File: src/rtl/seg_scan_ctrl.sv
// rtl/seg_scan_ctrl.sv - time-multiplexed seven-segment scanner with frame-synchronous shadow buffer
module seg_scan_ctrl #(
    parameter int DIGITS = 16,
    parameter int DIV    = 10000,
    parameter int DEAD   = 16,
    parameter int BR_W   = 3
) (
    input  logic                  clk,
    input  logic                  rst_n,
    input  logic [4*DIGITS-1:0]   data_in,
    input  logic [DIGITS-1:0]     dp_in,
    input  logic [DIGITS-1:0]     blank_in,
    input  logic                  load_valid,
    output logic                  load_ready,
    input  logic                  lz_suppress,
    input  logic [BR_W-1:0]       brightness,
    output logic [DIGITS-1:0]     seg_sel_n,
    output logic [7:0]            seg,
    output logic                  frame_done
);

    localparam int CW = (DIV > 1) ? $clog2(DIV) : 1;
    localparam int DW = $clog2(DIGITS);
    localparam int STEP = (DIV - DEAD) >> BR_W;
    localparam logic [31:0] DEAD_U = 32'(DEAD);
    localparam logic [31:0] STEP_U = 32'(STEP);

    logic [CW-1:0] c;
    logic [DW-1:0] d;
    logic          c_wrap;
    logic          boundary;

    logic [4*DIGITS-1:0] act_data, pend_data;
    logic [DIGITS-1:0]   act_dp, pend_dp;
    logic [DIGITS-1:0]   act_blank, pend_blank;
    logic                pend_valid;
    logic                xfer;

    logic [31:0]       c_ext;
    logic [31:0]       win_len;
    logic              in_window;
    logic [3:0]        nib;
    logic [DIGITS-1:0] nonzero;
    logic              suppressed;
    logic [DIGITS-1:0] sel_nxt;
    logic [7:0]        seg_nxt;

    function automatic logic [6:0] decode(input logic [3:0] n);
        logic [6:0] r;
        case (n)
            4'h0: r = 7'h40;
            4'h1: r = 7'h79;
            4'h2: r = 7'h24;
            4'h3: r = 7'h30;
            4'h4: r = 7'h19;
            4'h5: r = 7'h12;
            4'h6: r = 7'h02;
            4'h7: r = 7'h78;
            4'h8: r = 7'h00;
            4'h9: r = 7'h10;
            4'hA: r = 7'h08;
            4'hB: r = 7'h03;
            4'hC: r = 7'h46;
            4'hD: r = 7'h21;
            4'hE: r = 7'h06;
            default: r = 7'h0E;
        endcase
        return r;
    endfunction

    assign c_wrap     = (c == CW'(DIV - 1));
    assign boundary   = c_wrap && (d == DW'(DIGITS - 1));
    assign load_ready = ~pend_valid;
    assign xfer       = load_valid && ~pend_valid;

    always_ff @(posedge clk or negedge rst_n) begin
        if (!rst_n) begin
            c <= '0;
            d <= '0;
        end else begin
            c <= c_wrap ? '0 : c + CW'(1);
            if (c_wrap)
                d <= (d == DW'(DIGITS - 1)) ? '0 : d + DW'(1);
        end
    end

    // Pending can only be refilled once it has been committed, so commit and
    // capture never coincide on the same edge.
    always_ff @(posedge clk or negedge rst_n) begin
        if (!rst_n) begin
            act_data   <= '0;
            act_dp     <= '0;
            act_blank  <= '0;
            pend_data  <= '0;
            pend_dp    <= '0;
            pend_blank <= '0;
            pend_valid <= 1'b0;
        end else if (boundary && pend_valid) begin
            act_data   <= pend_data;
            act_dp     <= pend_dp;
            act_blank  <= pend_blank;
            pend_valid <= 1'b0;
        end else if (xfer) begin
            pend_data  <= data_in;
            pend_dp    <= dp_in;
            pend_blank <= blank_in;
            pend_valid <= 1'b1;
        end
    end

    always_comb begin
        for (int i = 0; i < DIGITS; i++)
            nonzero[i] = |act_data[4*i +: 4];
    end

    always_comb begin
        c_ext      = 32'(c);
        win_len    = STEP_U * (32'(brightness) + 32'd1);
        in_window  = (c_ext >= DEAD_U) && ((c_ext - DEAD_U) < win_len);
        nib        = act_data[{d, 2'b00} +: 4];
        // Digit d is a leading zero when it and every higher nibble are zero.
        suppressed = lz_suppress && (d != '0) && ((nonzero >> d) == '0);
    end

    always_comb begin
        sel_nxt = '1;
        seg_nxt = 8'hFF;
        if (in_window && !act_blank[d]) begin
            sel_nxt[d]   = 1'b0;
            seg_nxt[7]   = ~act_dp[d];
            seg_nxt[6:0] = suppressed ? 7'h7F : decode(nib);
        end
    end

    always_ff @(posedge clk or negedge rst_n) begin
        if (!rst_n) begin
            seg_sel_n  <= '1;
            seg        <= 8'hFF;
            frame_done <= 1'b0;
        end else begin
            seg_sel_n  <= sel_nxt;
            seg        <= seg_nxt;
            frame_done <= boundary;
        end
    end

endmodule
File: config.mk
export PLATFORM = sky130hd
export DESIGN_NAME = seg_scan_ctrl
export DESIGN_NICKNAME = d
export VERILOG_FILES = /design/src/rtl/seg_scan_ctrl.sv
export SDC_FILE = /design/constraint.sdc
export NUM_CORES = 1
export LEC_CHECK = 0
export CAP_MARGIN = 20
export CORE_MARGIN = 1
export CORE_UTILIZATION = 61
export DETAILED_ROUTE_END_ITERATION = 16
export PLACE_DENSITY = 0.95
export SLEW_MARGIN = 15
export SYNTH_ARGS = -nofsm -noshare
export SYNTH_HDL_FRONTEND = slang
export SYNTH_SLANG_ARGS = --single-unit
File: constraint.sdc
create_clock -name clk -period 5.7 [get_ports clk]
set_input_delay 0.57 -clock clk [delete_from_list [all_inputs] [get_ports clk]]
set_output_delay 0.57 -clock clk [all_outputs]
set_load 0.01 [all_outputs]
# --- Word-level counts from Yosys, hierarchy flattened ---
# Memories as Yosys holds them, arrays and structs flattened.
# Cells that the tools add are included.
totals:
  register_bits: 236
  romBits: 112
  in_bits: 103
  out_inout_bits: 26
  elab_cells: 72
  n_memories: 1
op_classes:
  add_sub_neg: 4
  multipliers: 1
  n_lt_le_gt_ge: 4
  eq_ne: 2
  shifts: 2
  n_mux: 13
  bitwise_logic: 4
  n_reduce_logical: 29
memory_table:
  columns: ["name", "words", "width", "read_ports", "rd_clocked_by_memory_dff", "write_ports", "line_no", "rtl"]
  rows:
  - ["(name not given)", 16, 7, 1, 0, 0, "50", "case (n)"]
op_table:
  columns: ["operator", "count"]
  rows:
  - ["4-bit OR reduction", 16]
  - ["64-bit by 7-bit indexed part select with 4-bit output", 1]
  - ["32-bit by 15-bit less-than comparator with 1-bit output", 1]
  - ["16-bit logical NOT", 1]
  - ["16-bit two-way mux", 1]
  - ["16-bit NOT", 1]
  - ["16-bit by 4-bit >> shifter with 16-bit output", 1]
  - ["14-bit by 5-bit subtractor with 15-bit output, second input constant", 1]
  - ["14-bit by 1-bit adder with 14-bit output, second input constant", 1]
  - ["14-bit equality test, second input constant", 1]
  - ["14-bit by 5-bit greater-or-equal comparator with 1-bit output, second input constant", 1]
  - ["14-bit two-way mux", 1]
  - ["6-bit by 4-bit multiplier with 10-bit output, first input constant", 1]
  - ["1-bit binary-select mux with 4-bit select", 2]
  - ["1-bit logical AND", 8]
  - ["8-bit two-way mux", 1]
  - ["7-bit two-way mux", 1]
  - ["4-bit by 5-bit less-than comparator with 1-bit output, second input constant", 1]
  - ["1-bit two-way mux", 5]
  - ["3-bit by 1-bit adder with 4-bit output, second input constant", 1]
  - ["4-bit by 1-bit adder with 4-bit output, second input constant", 1]
  - ["1-bit demux with 4-bit select", 1]
  - ["4-bit equality test, second input constant", 1]
  - ["4-bit by 1-bit greater-or-equal comparator with 1-bit output, second input constant", 1]
  - ["other kinds (6)", 8]

# --- Depth between registers and ports, before layout ---
# Gate-level depths: netlist of the first run.
depth:
  depth_word: 6
  mapped_depth: 20
  ltp_nobuf: 19

# --- Worst setup path before layout of the first run ---
# No wires, ideal clock.
synth_timing:
  path_type: "in2reg"
  from: "in brightness[0]"
  to: "reg seg_sel_n[3]"
  setup_ns: 0.102
  arrival_ns: 4.235
  required_ns: 5.598
  setup_slack_ns: 1.363
  path_stages: 20
  path_buffers: 1
  path_cell_list: "ha_1 > xnor2_1 > ha_1 > inv_1 > ha_1 > or2_2 > ha_1 > ha_1 > nor2b_1 > o21ai_0 > nand2b_1 > xnor2_1 > ha_1 > a41oi_1 > o21ai_0 > nand3_1 > o311ai_0 > a211oi_4 > buf_4 > nand3_1"
synth_via:
  elab_chain_cells: 6
synth_lines:
  columns: ["item", "line_no", "rtl"]
  rows:
  - ["start: declaration", "16", "input logic [BR_W-1:0] brightness,"]
  - ["3-bit by 1-bit adder with 4-bit output", "118", "win_len = STEP_U * (32'(brightness) + 32'd1);"]
  - ["6-bit by 4-bit multiplier with 10-bit output", "118", null]
  - ["32-bit by 15-bit less-than comparator with 1-bit output", "119", "in_window = (c_ext >= DEAD_U) && ((c_ext - DEAD_U) < win_len);"]
  - ["1-bit logical AND", "119", null]
  - ["1-bit logical AND", "128", "if (in_window && !act_blank[d]) begin"]
  - ["16-bit two-way mux", "128", null]
  - ["via sel_nxt[3]", "45", "logic [DIGITS-1:0] sel_nxt;"]
  - ["end signal: assignment", "141", "seg_sel_n <= sel_nxt;"]
  - ["end: declaration", "17", "output logic [DIGITS-1:0] seg_sel_n,"]
# The timed path passes the listed nets, and every way through them passes these cells.
# A chain may end at the register's enable or synchronous reset.

# --- Worst setup path in the final report of the first run ---
layout_timing:
  from: "in brightness[0]"
  to: "reg seg_sel_n[9]"
# Same word-level chain as after synthesis.

==> results.sh, run 1 <==
export IMPL_cap_violations=0
export IMPL_critPathSlowestCell="clkdlybuf4s50_1"
export IMPL_yosysWarningCount=0
export IMPL_cts_tree="done"
export IMPL_post_route_util=0.747
export IMPL_numClockSinks=236
export IMPL_layout_drive_gt1_share=0.303
export IMPL_crit_chain="clkdlybuf4s50_1 > ha_1 > xnor2_1 > ha_1 > inv_1 > ha_1 > or2_2 > ha_1 > ha_1 > nor2b_1 > o21ai_0 > nand2b_1 > xnor2_1 > ha_1 > a41oi_1 > o21ai_0 > nand3_1 > o311ai_0 > a211oi_4 > buf_4 > nand3_1"
export IMPL_fmax_mhz=211
export IMPL_yosysTopAreaCellShare=0.485
export IMPL_drt_iter0_drc=468
export IMPL_synth_cell_types=57
export IMPL_die_h_um=136
export IMPL_start_util=0.628
export IMPL_fin_nets=1030
export IMPL_cts_setup_buffers=0
export IMPL_synth_top_family_by_area="multiplexers"
export IMPL_hold_path_class="primary input to asynchronous set/reset pin"
export IMPL_gr_total_overflow=0
export IMPL_rows=48
export IMPL_syn2layout_area_growth_pct=19.0
export IMPL_antenna_left=0
export IMPL_postCtsHoldBufs=0
export IMPL_rr_worst_depth=12
export IMPL_antenna_cells=0
export IMPL_place_congestion=0.855
export IMPL_endpoint_kind="register"
export IMPL_p_per_area_mw_per_mm2=261
export IMPL_cts_buffers=23
export IMPL_setup_tns_ns=0
export IMPL_core_mm2=0.0174
export IMPL_vias=6784
export IMPL_antenna_found_initial=0
export IMPL_synth_xor_area_frac=0.0208
export IMPL_grt_pass1_vias=7025
export IMPL_worstReg2RegStart="c[4]"
export IMPL_cp_common_cell="ha_1"
export IMPL_slew_violations=0
export IMPL_crit_required_ns=6.08
export IMPL_num_io_pins=129
export IMPL_synthesis_area_mm2=0.0109
export IMPL_synth_nets=911
export IMPL_cp_start_kind="primary input"
export IMPL_synth_compound_area_frac=0.0328
export IMPL_setup_viol=0
export IMPL_synth_edf_count=0
export IMPL_synth_common_cells="dfrtp_1, mux2_2, ha_1, nand3_1, nand2_1"
export IMPL_ys_seq_area_frac=0.543
export IMPL_yosysMostFrequentCell="dfrtp_1"
export IMPL_skew_ns=0.00653
export IMPL_cts_root_buf="clkbuf_16"
export IMPL_ys_top_cells_by_area="dfrtp_1, mux2_2, dfstp_2, ha_1, mux4_1"
export IMPL_track_usage=0.257
export IMPL_irDropWorstVdd_v=0.000215
export IMPL_worst_slew_pin_slew_ns=0.962
export IMPL_die_area_mm2=0.0185
export IMPL_arrival_ns=5.13
export IMPL_post_cts_resize_count=0
export IMPL_grt_max_degree=120
export IMPL_leakage_uw=0.00619
export IMPL_max_slew_margin=0.358
export IMPL_synth_top_cell_by_area="dfrtp_1"
export IMPL_r2r_end="seg_sel_n[9]"
export IMPL_netlist_instances=771
export IMPL_crit_type="primary input to register"
export IMPL_synthMuxAreaShare=0.267
export IMPL_clkTransAtPathRegs_ns=0.06
export IMPL_vias_per_cell=6.01
export IMPL_clkLatencyLatePin_ns=0.50
export IMPL_portBuffers=128
export IMPL_wl_mm=22.9
export IMPL_final_hold_violation_count=0
export IMPL_ctsHtreeMaxLevel=1
export IMPL_synth_area_per_cell_um2=14.2
export IMPL_cts_buffer_depth=3
export IMPL_status="complete, no violations"
export IMPL_max_stage_delay_ns=0.48
export IMPL_ys_seq_elements=236
export IMPL_synthSimpleGateAreaFrac=0.0632
export IMPL_die_x_um=136
export IMPL_wl_per_cell_um=20.3
export IMPL_synth_async_sr_flop_share=1.00
export IMPL_min_period_ns=4.75
export IMPL_drc_errors=0
export IMPL_grt_pass1_wl_mm=36.4
export IMPL_rsz0062_at_grt="false"
export IMPL_synthFlopType="dfrtp_1"
export IMPL_yosys_area_share_adder=0.0430
export IMPL_dr_pass1_iters=5
export IMPL_period_share=0.833
export IMPL_dp_hpwl_mm=15.9
export IMPL_reg2reg_slack_ns=2.25
export IMPL_crit_path_max_fanout=24
## state kept, by name, summed over array words and instances (netlist names)
register and flops:
act_data 64, pend_data 64, act_blank 16, act_dp 16
pend_blank 16, pend_dp 16, seg_sel_n 16, c 14
seg 8, d 4, frame_done 1, pend_valid 1
## stage by stage
step | total power [uW] | worst slack (ns) | hold WS, ns | instance area [um2] | cells
5_1_grt | 3510 | 0.613 | 0.233 | 13000 | 1128
6_report | 3400 | 0.950 | 0.156 | 13000 | 1128
3_5_place_dp | 1990 | 0.455 | 0.474 | 12300 | 1090
4_1_cts | 3420 | 0.978 | 0.183 | 13000 | 1128
3_3_place_gp | 1980 | 0.614 | 0.468 | 12300 | 1090
2_1_floorplan | 1850 | 1.36 | 0.274 | 10900 | 771
## critical path: cells and delay by family
family	cells	cell delay, ns
compound gates	5	0.97
xor+xnor	2	0.34
fa+ha+maj	6	1.67
buf+inv	3	0.80
simple gates	5	0.78
## area by class of cell
type	instances	area (um2)
Inverter	19	71.3
Tap cell	225	282
Timing Repair Buffer	136	1350
Fill cell	1010	4400
Clock inverter	3	40.0
Sequential cell	236	5940
Multi-Input combinational cell	474	4680
Clock buffer	35	661
## how the worst max path moves through the flow
stage	depth (start not counted)	slack (ns)	start	endpoint
floorplan	20	1.36	brightness[0]	seg_sel_n[3]
global placement	21	0.61	brightness[0]	seg[0]
detailed placement	21	0.45	brightness[0]	seg[2]
CTS	21	0.98	brightness[0]	seg[2]
global route	21	0.61	brightness[0]	seg_sel_n[9]
finish	21	0.95	brightness[0]	seg_sel_n[9]
## logic make-up (layout without fill, tap and decap cells)
kind of cell,Yosys count,after routing
adder cells (fa/ha/maj),37,37
buffers and inverters,61,193
flip-flops,236,236
AO/OA/AOI/OAI,46,46
multiplexers,229,229
AND/OR/NAND/NOR,136,136
XOR/XNOR,26,26
## layer usage
layer	global-route usage	up-vias	share of wire
li1	-	3046	-
met1	0.327	3447	0.40
met2	0.442	238	0.51
met3	0.0500	53	0.058
met4	0.0821	0	0.025
met5	0	-	0
## power by group
part	total (uW)	leakage (uW)	internal [uW]	switching [uW]
clock	1430	0.000344	837	596
sequential	1740	0.00309	1710	21.2
combinational	230	0.00276	129	101
## cells in the final DEF, fill, tap and decap left out, types with 2 or more instances in the layout
cell and count:
clkdlybuf4s50_1 127, xor2_1 12, mux2_1 7, nor2_1 24, a22oi_2 3, dfrtp_1 211
and2_1 3, nand3_1 35, nand2_1 25, inv_2 2, o211ai_1 2, or4_1 4
a22oi_1 4, clkinv_2 2, buf_4 8, o21bai_1 2, nor2b_1 4, ha_1 36
clkbuf_16 23, nand4_1 5, and3_1 5, o21ai_0 7, mux2_2 188, a21o_1 2
mux4_2 9, nor4_1 18, nand2b_1 2, dfstp_2 24, a21oi_1 10, clkbuf_8 4
nor3_1 5, a31oi_1 2, mux4_1 16, mux2i_1 8, xnor2_1 14, inv_1 17
clkbuf_1 8
(Power assumes the default switching activity.)
==> run 2, diff against run 1 <==
- CORE_UTILIZATION: 61 -> 56
- PLACE_DENSITY: 0.95 -> 0.89
- clock period: 5.7 -> 4.58 ns (I/O delays scaled with it)
==> results.sh, run 2 (synthesized netlist as in run 1, its figures left out) <==
export IMPL_reg2reg_slack_ns=1.15
export IMPL_endpoint_kind="register"
export IMPL_die_h_um=142
export IMPL_antenna_left=0
export IMPL_cts_root_buf="clkbuf_16"
export IMPL_place_congestion=0.879
export IMPL_hold_path_class="primary input to asynchronous set/reset pin"
export IMPL_wl_mm=23.3
export IMPL_skew_ns=0.0229
export IMPL_core_mm2=0.0189
export IMPL_place_area_mm2=0.0125
export IMPL_design_area_mm2=0.0134
export IMPL_crit_path_max_fanout=12
export IMPL_dr_pass1_iters=5
export IMPL_slew_violations=0
export IMPL_dp_hpwl_mm=15.7
export IMPL_mostFrequentLayoutCells="dfrtp_1, mux2_2, clkdlybuf4s50_1, nand3_1, ha_1"
export IMPL_clkTransAtPathRegs_ns=0.06
export IMPL_worst_slew_pin_slew_ns=0.935
export IMPL_drc_errors=0
export IMPL_grt_max_degree=131
export IMPL_max_slew_margin=0.376
export IMPL_leakage_uw=0.00636
export IMPL_portBuffers=128
export IMPL_cp_start_kind="primary input"
export IMPL_seq_power_share=0.484
export IMPL_layout_commonest_cell="dfrtp_1"
export IMPL_crit_start="brightness[0]"
export IMPL_min_period_ns=4.41
export IMPL_rows=50
export IMPL_status="complete, no violations"
export IMPL_arrival_ns=4.79
export IMPL_reg_top3="act_data x64, pend_data x64"
export IMPL_wl_per_cell_um=19.6
export IMPL_cts_buffers=24
export IMPL_postCtsHoldBufs=0
export IMPL_cts_buffer_depth=3
export IMPL_num_io_pins=129
export IMPL_drt_iter0_drc=365
export IMPL_cap_violations=0
export IMPL_grt_pass1_wl_mm=37.7
export IMPL_hold_ws_ns=0.000914
export IMPL_ctsHtreeMaxLevel=1
export IMPL_antenna_found_initial=1
export IMPL_power_switching_uw=960
export IMPL_worstReg2RegStart="c[4]"
export IMPL_irDropWorstVdd_v=0.000294
export IMPL_post_route_util=0.708
export IMPL_die_area_mm2=0.0201
export IMPL_grt_pass1_vias=7062
export IMPL_track_usage=0.242
export IMPL_vias_per_cell=5.79
export IMPL_p_clk_frac=0.443
export IMPL_syn2layout_area_growth_pct=22.4
export IMPL_fin_nets=1052
export IMPL_power_total_uw=4460
export IMPL_numClockSinks=236
export IMPL_period_share=0.962
export IMPL_fmax_mhz=227
export IMPL_fillCellCount=1258
export IMPL_internal_power_uw=3500
export IMPL_p_comb_frac=0.073
export IMPL_layout_drive_gt1_share=0.328
export IMPL_gr_total_overflow=0
export IMPL_cts_tree="done"
export IMPL_crit_required_ns=4.97
export IMPL_final_hold_violation_count=0
export IMPL_vias=6897
export IMPL_setup_viol=0
export IMPL_start_util=0.579
export IMPL_p_per_area_mw_per_mm2=333
export IMPL_die_x_um=142
export IMPL_p_sw_frac=0.215
export IMPL_crit_type="primary input to register"
export IMPL_clkLatencyLatePin_ns=0.52
run 2: critical path, stage by stage:
cell and delay (ns):
clkdlybuf4s50_1 0.43, ha_2 0.22, xnor2_2 0.14, ha_1 0.27
inv_1 0.05, ha_1 0.17, or2_2 0.29, ha_1 0.27
ha_1 0.32, a221o_1 0.38, xnor2_2 0.16, ha_1 0.32
a41oi_1 0.19, o21ai_0 0.12, nand3_1 0.10, o311ai_0 0.14
buf_4 0.17, a211oi_4 0.19, buf_6 0.16, buf_12 0.13
nand3_1 0.09
run 2: through the flow:
stage / TNS (ns) / cells / worst slack (ns)
2_1_floorplan: 0 / 771 / 0.355
3_3_place_gp: -2.57 / 1143 / -0.123
3_5_place_dp: -5.49 / 1143 / -0.247
4_1_cts: 0 / 1187 / 0.237
5_1_grt: -0.00299 / 1191 / -0.00299
6_report: 0 / 1191 / 0.174
run 2: worst paths after layout:
path	endpoint	cells past startpoint
max	seg_sel_n[9]	21
min	pend_data[38]	1
max reg2reg	seg_sel_n[9]	14
min reg2reg	act_dp[10]	1
max in group asynchronous	act_blank[8]	2
min in group clk	act_dp[10]	1
run 2: timing repair:
item | in CTS | in global routing
endpoints found under the setup margin | 0 | 1
gates resized for setup | 0 | 4
buffers inserted | 0 | 1
run 2: metal layers:
layer,up-vias,part of all wire,global-route usage,routed length (um)
li1,3096,-,-,-
met1,3507,0.41,0.323,9620
met2,236,0.50,0.400,11800
met3,58,0.055,0.0452,1270
met4,0,0.028,0.0838,651
met5,-,0,0,0
run 2: layout make-up:
type / instances / area [um2] / share of cell area
sequential: 236 / 5940 / 0.444
multi-input combinational: 474 / 4690 / 0.351
timing repair buffer: 157 / 1550 / 0.116
clock buffer: 32 / 652 / 0.0487
tap: 260 / 325 / 0.0243
clock inverter: 12 / 148 / 0.0110
inverter: 19 / 71.3 / 0.00533
antenna: 1 / 2.50 / 0.000187
run 2: power by group through the flow:
stage	combinational [uW]	clock, uW	sequential, uW
after detailed placement	317	0	2190
after global routing	358	2110	2160
after floorplan	122	0	2190
final	323	1980	2160
after global placement	304	0	2190
after CTS	321	2010	2160
==> run 3, diff against run 2 <==
- clock period: 4.58 -> 4.7 ns (I/O delays scaled with it)
==> results.sh, run 3 (synthesized netlist as in run 1, its figures left out) <==
export IMPL_min_period_ns=4.38
export IMPL_fin_nets=1044
export IMPL_antenna_found_initial=0
export IMPL_start_util=0.579
export IMPL_cp_start_kind="primary input"
export IMPL_grt_pass1_vias=7126
export IMPL_clkLatencyLatePin_ns=0.52
export IMPL_die_x_um=142
export IMPL_grt_met1_usage=0.317
export IMPL_wl_mm=22.7
export IMPL_grt_busiest_layer="met2"
export IMPL_numClockSinks=236
export IMPL_die_h_um=142
export IMPL_place_area_mm2=0.0125
export IMPL_grt_max_degree=120
export IMPL_die_area_mm2=0.0201
export IMPL_rr_worst_depth=13
export IMPL_irDropWorstVdd_v=0.000248
export IMPL_drt_iter0_drc=383
export IMPL_max_slew_margin=0.292
export IMPL_crit_chain="clkdlybuf4s50_1 > ha_1 > xnor2_1 > ha_1 > inv_1 > ha_1 > or2_2 > ha_1 > ha_1 > nor2b_1 > o21ai_0 > nand2b_1 > xnor2_1 > ha_1 > a41oi_1 > o21ai_0 > nand3_1 > o311ai_0 > buf_4 > a211oi_4 > buf_12 > nand3_1"
export IMPL_place_congestion=0.869
export IMPL_wl_per_cell_um=19.2
export IMPL_arrival_ns=4.77
export IMPL_path_buf_inv=4
export IMPL_track_usage=0.236
export IMPL_cts_buffer_depth=3
export IMPL_grt_pass1_wl_mm=37.0
export IMPL_use_met3=0.0331
export IMPL_worst_slew_pin_slew_ns=1.06
export IMPL_gr_total_overflow=0
export IMPL_dpl_cell_count=1138
export IMPL_cp_depth=22
export IMPL_drc_errors=0
export IMPL_skew_ns=0.00993
export IMPL_met2_usage=0.402
export IMPL_cts_root_buf="clkbuf_16"
export IMPL_crit_type="primary input to register"
export IMPL_max_stage_delay_ns=0.43
export IMPL_fillCellCount=1285
export IMPL_layout_drive_gt1_share=0.318
export IMPL_post_route_util=0.703
export IMPL_reg_top3="act_data x64, pend_data x64"
export IMPL_crit_path_max_fanout=24
export IMPL_crit_required_ns=5.10
export IMPL_rows=50
export IMPL_rsz0062_at_grt="false"
export IMPL_final_cells=1181
export IMPL_dr_pass1_iters=5
export IMPL_num_io_pins=129
export IMPL_cap_violations=0
export IMPL_r2r_end="seg_sel_n[10]"
export IMPL_design_area_mm2=0.0133
export IMPL_setup_viol=0
export IMPL_cts_buffers=24
export IMPL_clkTransAtPathRegs_ns=0.06
export IMPL_slew_violations=0
export IMPL_hold_path_class="primary input to asynchronous set/reset pin"
export IMPL_core_mm2=0.0189
export IMPL_antenna_left=0
export IMPL_leakage_uw=0.00631
export IMPL_hold_ws_ns=0.0333
export IMPL_postCtsHoldBufs=0
export IMPL_endpoint_kind="register"
export IMPL_final_hold_violation_count=0
export IMPL_vias_per_cell=5.74
export IMPL_worstReg2RegStart="c[4]"
export IMPL_cts_tree="done"
export IMPL_cp_common_cell="ha_1"
export IMPL_fmax_mhz=228
export IMPL_period_share=0.931
export IMPL_layout_commonest_cell="dfrtp_1"
export IMPL_vias=6779
export IMPL_syn2layout_area_growth_pct=21.4
export IMPL_status="complete, no violations"
export IMPL_portBuffers=128
export IMPL_power_total_uw=4290
export IMPL_post_cts_resize_count=0
export IMPL_dp_hpwl_mm=15.4
export IMPL_critPathSlowestCell="clkdlybuf4s50_1"
export IMPL_cp_top_family="adder cells"
export IMPL_reg2reg_slack_ns=1.30
export IMPL_ctsHtreeMaxLevel=1
export IMPL_mostFrequentLayoutCells="dfrtp_1, mux2_2, clkdlybuf4s50_1, ha_1, nand3_1"
export IMPL_cts_setup_buffers=0
export IMPL_antenna_cells=0
export IMPL_p_per_area_mw_per_mm2=324
-- run 3: worst max-delay path by stage --
| stage | startpoint | to | slack (ns) |
|---|---|---|---|
| floorplan | brightness[0] | seg_sel_n[3] | 0.46 |
| global placement | brightness[0] | seg_sel_n[10] | -0.03 |
| detailed placement | brightness[0] | seg_sel_n[7] | -0.20 |
| CTS | brightness[0] | seg_sel_n[7] | 0.32 |
| global route | brightness[0] | seg_sel_n[7] | 0.04 |
| finish | brightness[0] | seg_sel_n[10] | 0.32 |
-- run 3: per-stage QoR --
step | TNS, ns | worst slack, ns
2_1_floorplan | 0 | 0.463
3_3_place_gp | -0.449 | -0.0321
3_5_place_dp | -3.91 | -0.200
4_1_cts | 0 | 0.322
5_1_grt | 0 | 0.0410
6_report | 0 | 0.322
-- run 3: routing by layer --
metal | vias up | wire, um
met1 | 3458 | 9850
li1 | 3075 | -
met3 | 44 | 944
met2 | 202 | 11400
met4 | 0 | 583
met5 | - | 0
-- run 3: cell type report --
cell class | instances | area, um2 | area share
Timing Repair Buffer | 149 | 1470 | 0.111
Clock inverter | 7 | 77.6 | 0.00584
Multi-Input combinational cell | 474 | 4680 | 0.352
Tap cell | 260 | 325 | 0.0245
Inverter | 19 | 71.3 | 0.00537
Clock buffer | 36 | 718 | 0.0541
Sequential cell | 236 | 5940 | 0.447
-- run 3: report_power, final --
group	internal (uW)	switching [uW]	total [uW]
sequential	2080	24.6	2100
clock	1120	772	1890
combinational	173	129	302
